==> config.mk <==
export PLATFORM = sky130hd
export DESIGN_NAME = pong_game_ctrl
export DESIGN_NICKNAME = d
export VERILOG_FILES = /design/src/rtl/pong_pkg.sv /design/src/rtl/pong_score_bcd.sv /design/src/rtl/pong_game_ctrl.sv
export SDC_FILE = /design/constraint.sdc
export NUM_CORES = 1
export LEC_CHECK = 0
export CAP_MARGIN = 0
export CELL_PAD_IN_SITES_DETAIL_PLACEMENT = 1
export CELL_PAD_IN_SITES_GLOBAL_PLACEMENT = 2
export CORE_MARGIN = 2
export CORE_UTILIZATION = 34
export DETAILED_ROUTE_END_ITERATION = 16
export GPL_TIMING_DRIVEN = 1
export PLACE_DENSITY = 0.92
export SKIP_LAST_GASP = 1
export SYNTH_ARGS = -nofsm -noshare
export SYNTH_HDL_FRONTEND = slang
export SYNTH_HIERARCHICAL = 1
export SYNTH_SLANG_ARGS = --single-unit
==> constraint.sdc <==
create_clock -name clk -period 6.1 [get_ports clk]
set_clock_uncertainty 0.1 [all_clocks]
set_input_delay 1.22 -clock clk [delete_from_list [all_inputs] [get_ports clk]]
set_output_delay 1.22 -clock clk [all_outputs]
set_load 0.05 [all_outputs]
==> src/rtl/pong_pkg.sv <==
// Shared definitions for the pong game-level controller: state encoding,
// default game parameters and the BCD digit type.
package pong_pkg;

    typedef enum logic [1:0] {
        NEWGAME = 2'd0,
        PLAY    = 2'd1,
        NEWBALL = 2'd2,
        OVER    = 2'd3
    } state_t;

    localparam int DEF_NUM_BALLS  = 3;
    localparam int DEF_WAIT_TICKS = 120;
    localparam int DEF_SCORE_MAX  = 99;

    localparam int BCD_W = 4;
    typedef logic [BCD_W-1:0] bcd_t;

endpackage

==> src/rtl/pong_score_bcd.sv <==
// Two-digit BCD score counter: synchronous clear, increment, and saturation
// at SCORE_MAX (clear has priority over increment).
module pong_score_bcd
    import pong_pkg::*;
#(
    parameter int SCORE_MAX = DEF_SCORE_MAX
) (
    input  logic clk,
    input  logic reset,
    input  logic clr,
    input  logic inc,
    output bcd_t d1,
    output bcd_t d0
);

    localparam bcd_t MAX_D1 = BCD_W'(SCORE_MAX / 10);
    localparam bcd_t MAX_D0 = BCD_W'(SCORE_MAX % 10);

    logic at_max;
    assign at_max = (d1 == MAX_D1) && (d0 == MAX_D0);

    always_ff @(posedge clk or posedge reset) begin
        if (reset) begin
            d1 <= '0;
            d0 <= '0;
        end else if (clr) begin
            d1 <= '0;
            d0 <= '0;
        end else if (inc && !at_max) begin
            if (d0 == BCD_W'(9)) begin
                d0 <= '0;
                d1 <= d1 + BCD_W'(1);
            end else begin
                d0 <= d0 + BCD_W'(1);
            end
        end
    end

endmodule

==> src/rtl/pong_game_ctrl.sv <==
// Pong game sequencer: game state, balls remaining, BCD score and pause timer.
// Build option PONG_AUTO_SERVE_EN: serve a new ball as soon as the pause ends.
module pong_game_ctrl
    import pong_pkg::*;
#(
    parameter int NUM_BALLS  = DEF_NUM_BALLS,
    parameter int WAIT_TICKS = DEF_WAIT_TICKS,
    parameter int SCORE_MAX  = DEF_SCORE_MAX
) (
    input  logic       clk,
    input  logic       reset,
    input  logic [1:0] btn,
    input  logic       refr_tick,
    input  logic       hit,
    input  logic       miss,
    output logic       gra_still,
    output logic [1:0] game_state,
    output logic [1:0] balls_left,
    output logic [3:0] score_d1,
    output logic [3:0] score_d0,
    output logic       timer_busy
);

    localparam logic [1:0] BALLS_INIT = 2'(NUM_BALLS);
    localparam logic [7:0] TIMER_INIT = 8'(WAIT_TICKS);

    state_t     state;
    logic [7:0] timer;
    logic       serve_req;
    logic       score_clr;
    logic       score_inc;

`ifdef PONG_AUTO_SERVE_EN
    assign serve_req = 1'b1;
`else
    assign serve_req = |btn;
`endif

    always_ff @(posedge clk or posedge reset) begin
        if (reset) begin
            state      <= NEWGAME;
            balls_left <= BALLS_INIT;
            timer      <= '0;
        end else begin
            if (refr_tick && timer != 8'd0)
                timer <= timer - 8'd1;
            case (state)
                NEWGAME: begin
                    balls_left <= BALLS_INIT;
                    if (|btn) state <= PLAY;
                end
                PLAY: begin
                    // A load here overrides a coincident refresh decrement.
                    if (miss) begin
                        timer <= TIMER_INIT;
                        if (balls_left > 2'd1) begin
                            balls_left <= balls_left - 2'd1;
                            state      <= NEWBALL;
                        end else begin
                            balls_left <= 2'd0;
                            state      <= OVER;
                        end
                    end
                end
                NEWBALL: begin
                    if (timer == 8'd0 && serve_req) state <= PLAY;
                end
                OVER: begin
                    if (timer == 8'd0) begin
                        state      <= NEWGAME;
                        balls_left <= BALLS_INIT;
                    end
                end
                default: state <= NEWGAME;
            endcase
        end
    end

    // Clearing on the OVER exit edge keeps the final score visible in OVER.
    assign score_clr = (state == NEWGAME) || (state == OVER && timer == 8'd0);
    assign score_inc = (state == PLAY) && hit;

    pong_score_bcd #(.SCORE_MAX(SCORE_MAX)) u_score (
        .clk   (clk),
        .reset (reset),
        .clr   (score_clr),
        .inc   (score_inc),
        .d1    (score_d1),
        .d0    (score_d0)
    );

    assign game_state = state;
    assign gra_still  = (state != PLAY);
    assign timer_busy = (timer != 8'd0);

endmodule

* Word-level counts from Yosys, hierarchy flattened
Cells that the tools add are included.
** Word-level totals
- Bits in registers :: 20
- Input bits :: 7
- Output and inout bits :: 14
- Word-level logic and storage cells :: 57
** Cells by class
- Add/subtract/negate cells :: 4
- $lt $le $gt $ge :: 1
- Equal/unequal tests :: 10
- Mux-type cells :: 19
- Reduce and logical (&&, ||, !) cells :: 18
** Operators with widths (number)
- 4-bit 2-to-1 mux :: 6
- 8-bit 2-to-1 mux :: 3
- 2-bit 2-to-1 mux :: 7
- 4-bit by 1-bit adder with 4-bit output (second input constant) :: 2
- 4-bit equality test (second input constant) :: 2
- 8-bit logical NOT :: 1
- 2-bit inequality test (second input constant) :: 4
- 2-bit case mux with 4 select lines :: 1
- 8-bit nonzero test :: 1
- 8-bit by 1-bit subtractor with 8-bit output (second input constant) :: 1
- 1-bit logical AND :: 6
- 2-bit case mux with 3 select lines :: 1
- 2-bit equality test (second input constant) :: 2
- 4-bit AND reduction :: 1
- 2-bit nonzero test :: 2
- 3-bit AND reduction :: 1
- 3-bit nonzero test :: 1
- 2-bit by 1-bit equality test with 1-bit output (second input constant) :: 1
- 2-bit by 1-bit greater-than comparator with 1-bit output (second input constant) :: 1
- 2-bit logical NOT :: 1
- 2-bit by 1-bit inequality test with 1-bit output (second input constant) :: 1
- 2-bit AND reduction :: 1
- 2-bit OR reduction :: 1
- 2-bit by 1-bit subtractor with 2-bit output (second input constant) :: 1
- other kinds (3) :: 3

* Depth between registers and ports, before layout
Gate-level depths: netlist of the first run.
- Depth after elaboration :: 6
- Mapped depth :: 8
- Mapped depth without buffers :: 7

* Hierarchy
Netlist of the first run, hierarchy kept.
** By module, submodules not included
- pong_game_ctrl :: instances 1, cells an instance 77, area each 703.2 um^2
- pong_score_bcd :: instances 1, cells an instance 50, area each 495.5 um^2

* Least setup slack after synthesis of the first run
Ideal clock, no wire load.
- Kind :: flip-flop to output port
- From :: register timer[0]
- To :: output timer_busy
- Data arrival time :: 1.595 ns
- Data required time :: 4.780 ns
- Path slack :: 3.185 ns
- Cell stages (with the launch flop) :: 5
- Cells stage by stage :: dfrtp_1 -> inv_1 -> ha_1 -> nor3b_1 -> nand2_1
** Between the ends
- Cells in the longest elaborated chain, start to end :: 1
** Ends and longest elaborated chain
- start: declaration :: line pong_game_ctrl.sv:28 : logic [7:0] timer;
- start signal: assignment :: line pong_game_ctrl.sv:46 : timer <= timer - 8'd1;
- 8-bit nonzero test :: line pong_game_ctrl.sv:94 : assign timer_busy = (timer != 8'd0);
- end: declaration :: line pong_game_ctrl.sv:21 : output logic timer_busy
Every way passes these cells.

* Final worst setup path of the first run
Ends and elaborated chain as after synthesis.

==> impl_metrics.toml, run 1 <==
[place]
pre_cts_ws_ns = 2.540
dp_hpwl_um = 2298
globalplace.congestion = 0.7115
io_buffers = 20
place_inst = 190

[global_routing]
grt_pass1_vias = 1135
grt.overflow.total = 0
grt_start_max_net_pins = 13
grt_pass1_wl_um = 5471
grtUsageTotal_pct = 17.40
antenna_found_initial = 0

[sta]
hold_viol = 0
final-setup-viol-count = 0
worst_slack_ns = 2.180
maxSlewHeadroom_pct = 17.99
rsz0062_at_grt = "no"
setup-tns-final_ns = 0
period_share_pct = 64.26
worstMarginPinSlew_ns = 1.217
max_freq_mhz = 255.1
min_period_ns = 3.920
report.final.slew_viol_count = 0

[floorplanning]
rows = 21
fp.dieW_um = 63.38
ioPinCount = 21
fp.dieH_um = 63.38
dieArea_sq_mm = 0.004016
start_util_pct = 35.64
core_area_sq_mm = 0.003363

[final_layout]
syn_to_final_growth_pct = 22.76
drive_above_1_share_pct = 8.784
insertedDiodeCount = 0
ff_latch_area_sq_um = 503.0
n_fill_cell = 413
finalNonFillerCells = 194
nNetsFinal = 162
multi_input_area_sq_um = 649.4

[logic_synthesis]
synthDistinctLibCells = 39
synth-main-ff-cell = "dfrtp_1"
syn_avg_cell_area_sq_um = 9.438
synth-seq-cells = 20
synth_seq_area_share_pct = 41.96
yosysWarnings = 6
syn-num-nets = 140
yosys-top-cells-area = "dfrtp_1 38%, ha_1 6.3%, dfstp_2 4.4%"
syn-instance-count = 127
synth_top_area_cell = "dfrtp_1"
synth-async-reset-ratio_pct = 100.0
synth_enable_flop_cells = 0
synthesis.area_sq_mm = 0.001199
synth_top_area_share_pct = 37.58

[detailed_routing]
avgViaCountPerCell = 5.505
routedWlPerCell_um = 16.02
drtPass1Iterations = 5
wl_um = 3107
initialDrtViolationCount = 30
drcViolationCount = 0
vias = 1068
ant_nets = 0

[critical_path]
crit_path_start_kind = "flop"
path_cells = "inv_1 -> ha_1 -> nor3b_1 -> nand2_1 -> clkdlybuf4s50_1"
critPathKind = "flop to output port"
critPathRequiredTime_ns = 4.78
reg2reg_from = "timer[0]$_DFF_PP0_"
end_kind = "output port"
cp_max_fo = 8
r2r_end = "u_score/d1[1]$_DFFE_PP0P_"
r2r_setup_slack_ns = 3.24
slowest_stage = "clkdlybuf4s50_1"
reg2reg_depth = 7
arrival_ns = 2.60
critPathMaxStageDelay_ns = 0.74

[cts]
clkTransAtPathRegs_ns = 0.12
hold_buffers = 0
cts.sinks = 20
post_cts_buffers = 0
cts-root-buf = "clkbuf_4"
cts_resized = 0
cts_tree = "yes"
clkLatencyLatePin_ns = 0.31
ctsLongestPathBuffers = 2
numCtsBuffers = 3
cts_max_level = 1

[power_and_ir_drop]
p_per_area_mw_per_mm2 = 410.7
vdd_drop_max_mv = 0.1614
p_leak_nw = 0.6241

[min_path]
hp-class = "flop to flop"
hold_depth = 2
whs_endpoint = "balls_left[0]$_DFFE_PP1P_"
hp-start = "balls_left[0]$_DFFE_PP1P_"

[run]
drv_cap = 0

[outcome]
status = "finished clean"
sequential cells by signal (all words and copies together), names as in the netlist:
register    cells
timer           8
u_score/d0      4
u_score/d1      4
balls_left      2
game_state      2
kinds of logic after synthesis:
group	count (synthesis)	synth area share, %
DFF	20	41.96
adders and majority gates	6	6.263
muxes	3	2.505
AOI/OAI and AO/OA	30	16.18
and+or+nand+nor	56	29.23
buffers and inverters	12	3.862
power by group:
part / internal [mW] / switching [mW] / leakage, nW / total (mW)
clock: 0.0255 / 0.0425 / 0.0150 / 0.0681
combinational: 0.110 / 0.177 / 0.368 / 0.288
sequential: 0.184 / 0.0648 / 0.241 / 0.248
per-stage QoR:
| step | hold WS, ns | cell area (sq um) | power, mW | util (%) |
|---|---|---|---|---|
| finish | 0.4315 | 1471 | 0.6044 | 43.75 |
| global route | 0.4567 | 1471 | 0.6522 | 43.75 |
| CTS | 0.4349 | 1471 | 0.6126 | 43.75 |
| detailed placement | 0.4236 | 1445 | 0.5415 | 42.97 |
| global placement | 0.3924 | 1445 | 0.5218 | 42.97 |
| floorplan | 0.4138 | 1199 | 0.4436 | - |
worst max path at each step:
stage                                  start    endpoint  slack [ns]
after detailed placement  timer[0]$_DFF_PP0_  timer_busy        2.54
after CTS                 timer[0]$_DFF_PP0_  timer_busy        2.13
after floorplan           timer[0]$_DFF_PP0_  timer_busy        3.19
final                     timer[0]$_DFF_PP0_  timer_busy        2.18
after global routing      timer[1]$_DFF_PP0_  timer_busy        1.94
after global placement    timer[0]$_DFF_PP0_  timer_busy        2.62
layer usage:
layer,up-vias,share of wire (%),track usage (%)
met1,537,44,20.67
met3,6,3.0,3.393
li1,509,-,-
met5,-,0,0
met2,16,51,29.74
met4,0,1.7,8.696
synthesized netlist by cell type, types with 3 or more instances:
library cell,number
or4_1,4
o21ai_0,9
inv_1,8
nand3_1,7
a21oi_1,6
or3_1,3
clkbuf_1,3
mux2i_1,3
nand2_1,14
o31ai_1,4
dfrtp_1,18
nand2b_1,6
ha_1,6
placed cells by master, fill, tap and decap left out, drive strengths merged, types with 2 or more instances in the layout:
master and instances:
clkdlybuf4s50 20, dfrtp 18, nand2 14, o21ai 9
inv 8, nand3 7, nand2b 6, a21oi 6
ha 6, or4 5, o31ai 4, or3 4
clkbuf 4, mux2i 3, and3b 3, nor4 2
nor3b 2, o211ai 2, or3b 2, nor2 2
nor3 2, o21bai 2, dfstp 2, or4b 2
a211o 2
final cells by class:
type / count / share of cell area, %
Tap cell: 46 / 3.912
Clock buffer: 4 / 1.786
Sequential cell: 20 / 34.18
Multi-Input combinational cell: 95 / 44.13
Timing Repair Buffer: 20 / 13.61
Inverter: 9 / 2.381
worst max-delay path: cells and delay by family, from the launching register on:
| kind | cells | cell delay (ns) |
|---|---|---|
| simple gates | 2 | 0.83 |
| fa+ha+maj | 1 | 0.20 |
| flops | 1 | 0.41 |
| buf+inv | 2 | 0.84 |
(Power assumes the default switching activity.)
==> run 2: changes to the inputs <==
--- a/config.mk
+++ b/config.mk
@@ -9,10 +9,10 @@
 export CELL_PAD_IN_SITES_DETAIL_PLACEMENT = 1
 export CELL_PAD_IN_SITES_GLOBAL_PLACEMENT = 2
 export CORE_MARGIN = 2
-export CORE_UTILIZATION = 34
+export CORE_UTILIZATION = 29
 export DETAILED_ROUTE_END_ITERATION = 16
 export GPL_TIMING_DRIVEN = 1
-export PLACE_DENSITY = 0.92
+export PLACE_DENSITY = 0.84
 export SKIP_LAST_GASP = 1
 export SYNTH_ARGS = -nofsm -noshare
 export SYNTH_HDL_FRONTEND = slang
==> constraint.sdc (replaced) <==
create_clock -name clk -period 3.25 [get_ports clk]
set_clock_uncertainty 0.1 [all_clocks]
set_input_delay 0.65 -clock clk [delete_from_list [all_inputs] [get_ports clk]]
set_output_delay 0.65 -clock clk [all_outputs]
set_load 0.05 [all_outputs]
==> run 2 against run 1 <==
Net effect:
- power rose by 110%
- first-iteration DRC count increased by 10%
- via count is 2.2% lower
- clock power rose to 3.7 times the previous value
- cell count increased by 3.6%
- setup slack worse by 1.7 ns
- routed wire length shrank 1.5%
- worst hold slack improved by 0.0096 ns
==> impl_metrics.toml, run 2 (synthesis results as in run 1) <==
[power_and_ir_drop]
p_leak_nw = 0.6610
vdd_drop_max_mv = 0.2655
pwr-share-seq_pct = 36.9
pwr-share-clk_pct = 20.1
switching_share_pct = 43.13
p_comb_share_pct = 43.1
internal-power_mw = 0.7229
p_switching_mw = 0.5483
p_per_area_mw_per_mm2 = 823.4

[detailed_routing]
initialDrtViolationCount = 33
wl_um = 3060
avgViaCountPerCell = 5.199
ant_nets = 0
drcViolationCount = 0
drtPass1Iterations = 4
routedWlPerCell_um = 15.22
vias = 1045

[cts]
cts_tree = "yes"
cts.sinks = 20
cts_max_level = 1
ctsLongestPathBuffers = 2
clkTransAtPathRegs_ns = 0.08
post_cts_buffers = 0
cts-root-buf = "clkbuf_8"
clkLatencyLatePin_ns = 0.26
numCtsBuffers = 3
cts_resized = 0
hold_buffers = 0

[floorplanning]
dieArea_sq_mm = 0.004664
rows = 23
start_util_pct = 29.97
fp.dieW_um = 68.29
ioPinCount = 21
fp.dieH_um = 68.29
core_area_sq_mm = 0.004000

[final_layout]
nNetsFinal = 165
reg_top3 = "timer: 8 flops, u_score/d0: 4 flops, u_score/d1: 4 flops"
layout_commonest_cell = "clkdlybuf4s50_1"
syn_to_final_growth_pct = 28.81
regMostFlops = "timer"
drive_above_1_share_pct = 11.26
n_fill_cell = 452
fin_util_pct = 38.60
largest_register_ffs = 8
insertedDiodeCount = 0
mostFrequentLayoutCells = "20 x clkdlybuf4s50_1, 18 x dfrtp_1, 14 x nand2_1, 9 x o21ai_0, 8 x inv_1"

[sta]
max_freq_mhz = 359.6
period_share_pct = 85.56
report.final.slew_viol_count = 0
rsz0062_at_grt = "no"
maxSlewHeadroom_pct = 64.78
hold_viol = 0
final-setup-viol-count = 0
min_period_ns = 2.781
worstMarginPinSlew_ns = 0.5278
setup-tns-final_ns = 0

[place]
dp_hpwl_um = 2280
io_buffers = 20
globalplace.congestion = 0.7583

[critical_path]
path_cells = "inv_1 -> ha_1 -> nor3b_1 -> nand2_1 -> clkdlybuf4s50_1"
critPathMaxStageDelay_ns = 0.72
critPathCapture = "timer_busy"
crit_path_start_kind = "flop"
end_kind = "output port"
reg2reg_depth = 9
reg2reg_from = "timer[0]$_DFF_PP0_"
r2r_setup_slack_ns = 1.01
r2r_end = "u_score/d0[1]$_DFFE_PP0P_"
slowest_stage = "clkdlybuf4s50_1"
arrival_ns = 2.03
cp-startpoint = "timer[0]$_DFF_PP0_"
cp_max_fo = 4
critPathKind = "flop to output port"
critPathRequiredTime_ns = 2.50

[global_routing]
grt_start_max_net_pins = 13
grt_pass1_wl_um = 4974
antenna_found_initial = 0
grt.overflow.total = 0
grt_pass1_vias = 1079
grtUsageTotal_pct = 14.31

[outcome]
status = "finished clean"

[run]
drv_cap = 0

[min_path]
hp-class = "flop to flop"
run 2: cell types whose count changed in the layout (fill, tap and decap cells not counted):
cell       before  now
buf_4           0    3
clkbuf_1        1    0
clkbuf_4        3    0
clkbuf_8        0    3
bufinv_16       0    1
run 2: layer usage:
metal / part of all wire, % / vias up / global-route usage, %
met5: 0 / - / 0
met4: 0.26 / 0 / 3.000
met3: 2.9 / 2 / 2.961
met2: 51 / 17 / 26.58
met1: 46 / 511 / 16.80
li1: - / 515 / -
run 2: layout make-up:
type                    instances  area, sq um  share of cell area (%)
flip-flops and latches         20        503.0                   32.58
multi-input cells              95        649.4                   42.06
clock buffers                   3        41.29                   2.674
inverters                       9        35.03                   2.269
repair buffers                 23        222.7                   14.42
clock inverters                 1        30.03                   1.945
well taps                      50        62.56                   4.052
run 2: power groups by stage:
stage / Combinational (mW) / Sequential [mW] / Clock (mW)
finish: 0.547 / 0.468 / 0.255
global route: 0.606 / 0.489 / 0.272
CTS: 0.557 / 0.466 / 0.263
detailed placement: 0.552 / 0.471 / 0
global placement: 0.529 / 0.458 / 0
floorplan: 0.262 / 0.571 / 0
run 2: per-stage QoR:
step	hold slack, ns	instance area [sq um]	total power [mW]	std cells	setup WS (ns)
after detailed placement	0.4227	1473	1.023	197	0.7437
after CTS	0.4462	1544	1.286	201	0.4321
after floorplan	0.3657	1199	0.8326	127	0.6887
after global placement	0.3959	1473	0.9877	197	0.8179
after global routing	0.4621	1544	1.367	201	0.3530
final	0.4411	1544	1.271	201	0.4693
run 2: worst min-delay path by stage:
stage               slack (ns)                 startpoint                   endpoint  depth (start not counted)
floorplan                 0.37                      reset  u_score/d0[0]$_DFFE_PP0P_                          1
global placement          0.40  balls_left[0]$_DFFE_PP1P_  balls_left[0]$_DFFE_PP1P_                          2
detailed placement        0.42  balls_left[0]$_DFFE_PP1P_  balls_left[0]$_DFFE_PP1P_                          2
CTS                       0.45  balls_left[0]$_DFFE_PP1P_  balls_left[0]$_DFFE_PP1P_                          2
global route              0.46  balls_left[0]$_DFFE_PP1P_  balls_left[0]$_DFFE_PP1P_                          2
finish                    0.44  balls_left[0]$_DFFE_PP1P_  balls_left[0]$_DFFE_PP1P_                          2
run 2: critical path: cells and delay by family, from the launching register on:
family	cells	cell delay, ns
DFF	1	0.39
buffers and inverters	2	0.82
and+or+nand+nor	2	0.36
adders and majority gates	1	0.20
==> run 3: changes to the inputs <==
--- a/config.mk
+++ b/config.mk
@@ -9,10 +9,10 @@
 export CELL_PAD_IN_SITES_DETAIL_PLACEMENT = 1
 export CELL_PAD_IN_SITES_GLOBAL_PLACEMENT = 2
 export CORE_MARGIN = 2
-export CORE_UTILIZATION = 29
+export CORE_UTILIZATION = 25
 export DETAILED_ROUTE_END_ITERATION = 16
 export GPL_TIMING_DRIVEN = 1
-export PLACE_DENSITY = 0.84
+export PLACE_DENSITY = 0.75
 export SKIP_LAST_GASP = 1
 export SYNTH_ARGS = -nofsm -noshare
 export SYNTH_HDL_FRONTEND = slang
==> run 3 against run 2 <==
Net effect:
- global-route usage is 1.4 points lower
- via count is essentially flat
- routed wire length is 0.26% lower
- die area up 15%
- worst hold slack got worse by 0.0099 ns
- cell count up 1.5%
- clock power down 36%
- largest cell class unchanged
- critical path depth grew 1
- final area down 1.6%
- power is 7.1% lower
==> impl_metrics.toml, run 3 (synthesis results as in run 1) <==
[outcome]
status = "finished clean"

[detailed_routing]
drcViolationCount = 0
initialDrtViolationCount = 51
drtPass1Iterations = 4
vias = 1046
avgViaCountPerCell = 5.127
wl_um = 3052
ant_nets = 0
routedWlPerCell_um = 14.96

[global_routing]
grtUsageMet1_pct = 16.55
grt_pass1_wl_um = 5326
grt_pass1_vias = 1105
met3_usage_pct = 3.315
top_usage_layer = "met2"
antenna_found_initial = 0
grt.overflow.total = 0
grt_start_max_net_pins = 13
met2_usage_pct = 22.12
grtUsageTotal_pct = 12.96

[critical_path]
reg2reg_depth = 9
critPathKind = "flop to output port"
critPathRequiredTime_ns = 2.50
arrival_ns = 2.12
reg2reg_from = "timer[0]$_DFF_PP0_"
end_kind = "output port"
cp_max_fo = 8
crit_path_start_kind = "flop"
r2r_end = "u_score/d0[1]$_DFFE_PP0P_"
r2r_setup_slack_ns = 1.01

[cts]
cts_resized = 0
clkTransAtPathRegs_ns = 0.07
hold_buffers = 0
cts.sinks = 20
cts_tree = "yes"
clkLatencyLatePin_ns = 0.26
ctsLongestPathBuffers = 2
cts_max_level = 1
post_cts_buffers = 0
cts-root-buf = "clkbuf_8"
numCtsBuffers = 3

[final_layout]
mostFrequentLayoutCells = "20 x clkdlybuf4s50_1, 18 x dfrtp_1, 14 x nand2_1, 9 x o21ai_0, 8 x inv_1"
n_fill_cell = 533
nNetsFinal = 165
syn_to_final_growth_pct = 26.72
drive_above_1_share_pct = 10.67
largest_register_ffs = 8
reg_top3 = "timer: 8 flops, u_score/d0: 4 flops, u_score/d1: 4 flops"
insertedDiodeCount = 0
layout_commonest_cell = "clkdlybuf4s50_1"
regMostFlops = "timer"

[power_and_ir_drop]
p_leak_nw = 0.6469
vdd_drop_max_mv = 0.3385
p_per_area_mw_per_mm2 = 777.9

[sta]
final-setup-viol-count = 0
report.final.slew_viol_count = 0
maxSlewHeadroom_pct = 66.03
setup-tns-final_ns = 0
min_period_ns = 2.866
rsz0062_at_grt = "no"
max_freq_mhz = 348.9
whs_ns = 0.4312
period_share_pct = 88.19
worstMarginPinSlew_ns = 0.5080
hold_viol = 0

[place]
globalplace.congestion = 0.7877
dp_hpwl_um = 2365
io_buffers = 20

[min_path]
hp-class = "flop to flop"
whs_endpoint = "balls_left[0]$_DFFE_PP1P_"
hp-start = "balls_left[0]$_DFFE_PP1P_"
hold_depth = 2

[floorplanning]
core_area_sq_mm = 0.004661
ioPinCount = 21
fp.dieH_um = 73.25
start_util_pct = 25.72
dieArea_sq_mm = 0.005365
rows = 25
fp.dieW_um = 73.25

[run]
drv_cap = 0
run 3: stage by stage:
| stage | worst slack (ns) | std cells | area, sq um | util (%) | power, mW |
|---|---|---|---|---|---|
| 2_1_floorplan | 0.6887 | 127 | 1199 | - | 0.8326 |
| 4_1_cts | 0.3728 | 204 | 1519 | 32.59 | 1.200 |
| 6_report | 0.3838 | 204 | 1519 | 32.59 | 1.182 |
| 5_1_grt | 0.1862 | 204 | 1519 | 32.59 | 1.277 |
| 3_5_place_dp | 0.6738 | 201 | 1478 | 31.70 | 1.030 |
| 3_3_place_gp | 0.7116 | 201 | 1478 | 31.70 | 0.9975 |
run 3: per-layer routing:
layer / wire (um) / up-vias
li1: - / 515
met1: 1375 / 514
met2: 1564 / 15
met3: 98 / 2
met4: 12 / 0
met5: 0 / -
run 3: area by class of cell:
| cell class | instances | area, sq um | area share (%) |
|---|---|---|---|
| Inverter | 9 | 35.03 | 2.306 |
| Timing Repair Buffer | 23 | 222.7 | 14.66 |
| Tap cell | 54 | 67.56 | 4.448 |
| Sequential cell | 20 | 503.0 | 33.11 |
| Clock buffer | 3 | 41.29 | 2.718 |
| Multi-Input combinational cell | 95 | 649.4 | 42.75 |
run 3: worst max path at each step:
| stage | startpoint | to | depth (start not counted) |
|---|---|---|---|
| 4_1_cts | timer[0]$_DFF_PP0_ | timer_busy | 6 |
| 3_5_place_dp | timer[0]$_DFF_PP0_ | timer_busy | 6 |
| 3_3_place_gp | timer[0]$_DFF_PP0_ | timer_busy | 6 |
| 2_1_floorplan | game_state[0]$_DFFE_PP0P_ | u_score/d1[2]$_DFFE_PP0P_ | 6 |
| 5_1_grt | timer[0]$_DFF_PP0_ | timer_busy | 6 |
| 6_report | timer[0]$_DFF_PP0_ | timer_busy | 6 |
run 3: critical path: stages, from the launching register on:
cell and delay, ns:
dfrtp_1 0.40, inv_1 0.10, ha_1 0.20, nor3b_1 0.19
buf_4 0.18, nand2_1 0.07, clkdlybuf4s50_1 0.72
run 3: report_power, final:
group | total, mW | switching, mW | internal [mW] | leakage [nW]
combinational | 0.550 | 0.335 | 0.215 | 0.384
sequential | 0.469 | 0.124 | 0.345 | 0.241
clock | 0.163 | 0.0800 | 0.0826 | 0.0216
total | 1.18 | 0.539 | 0.643 | 0.647
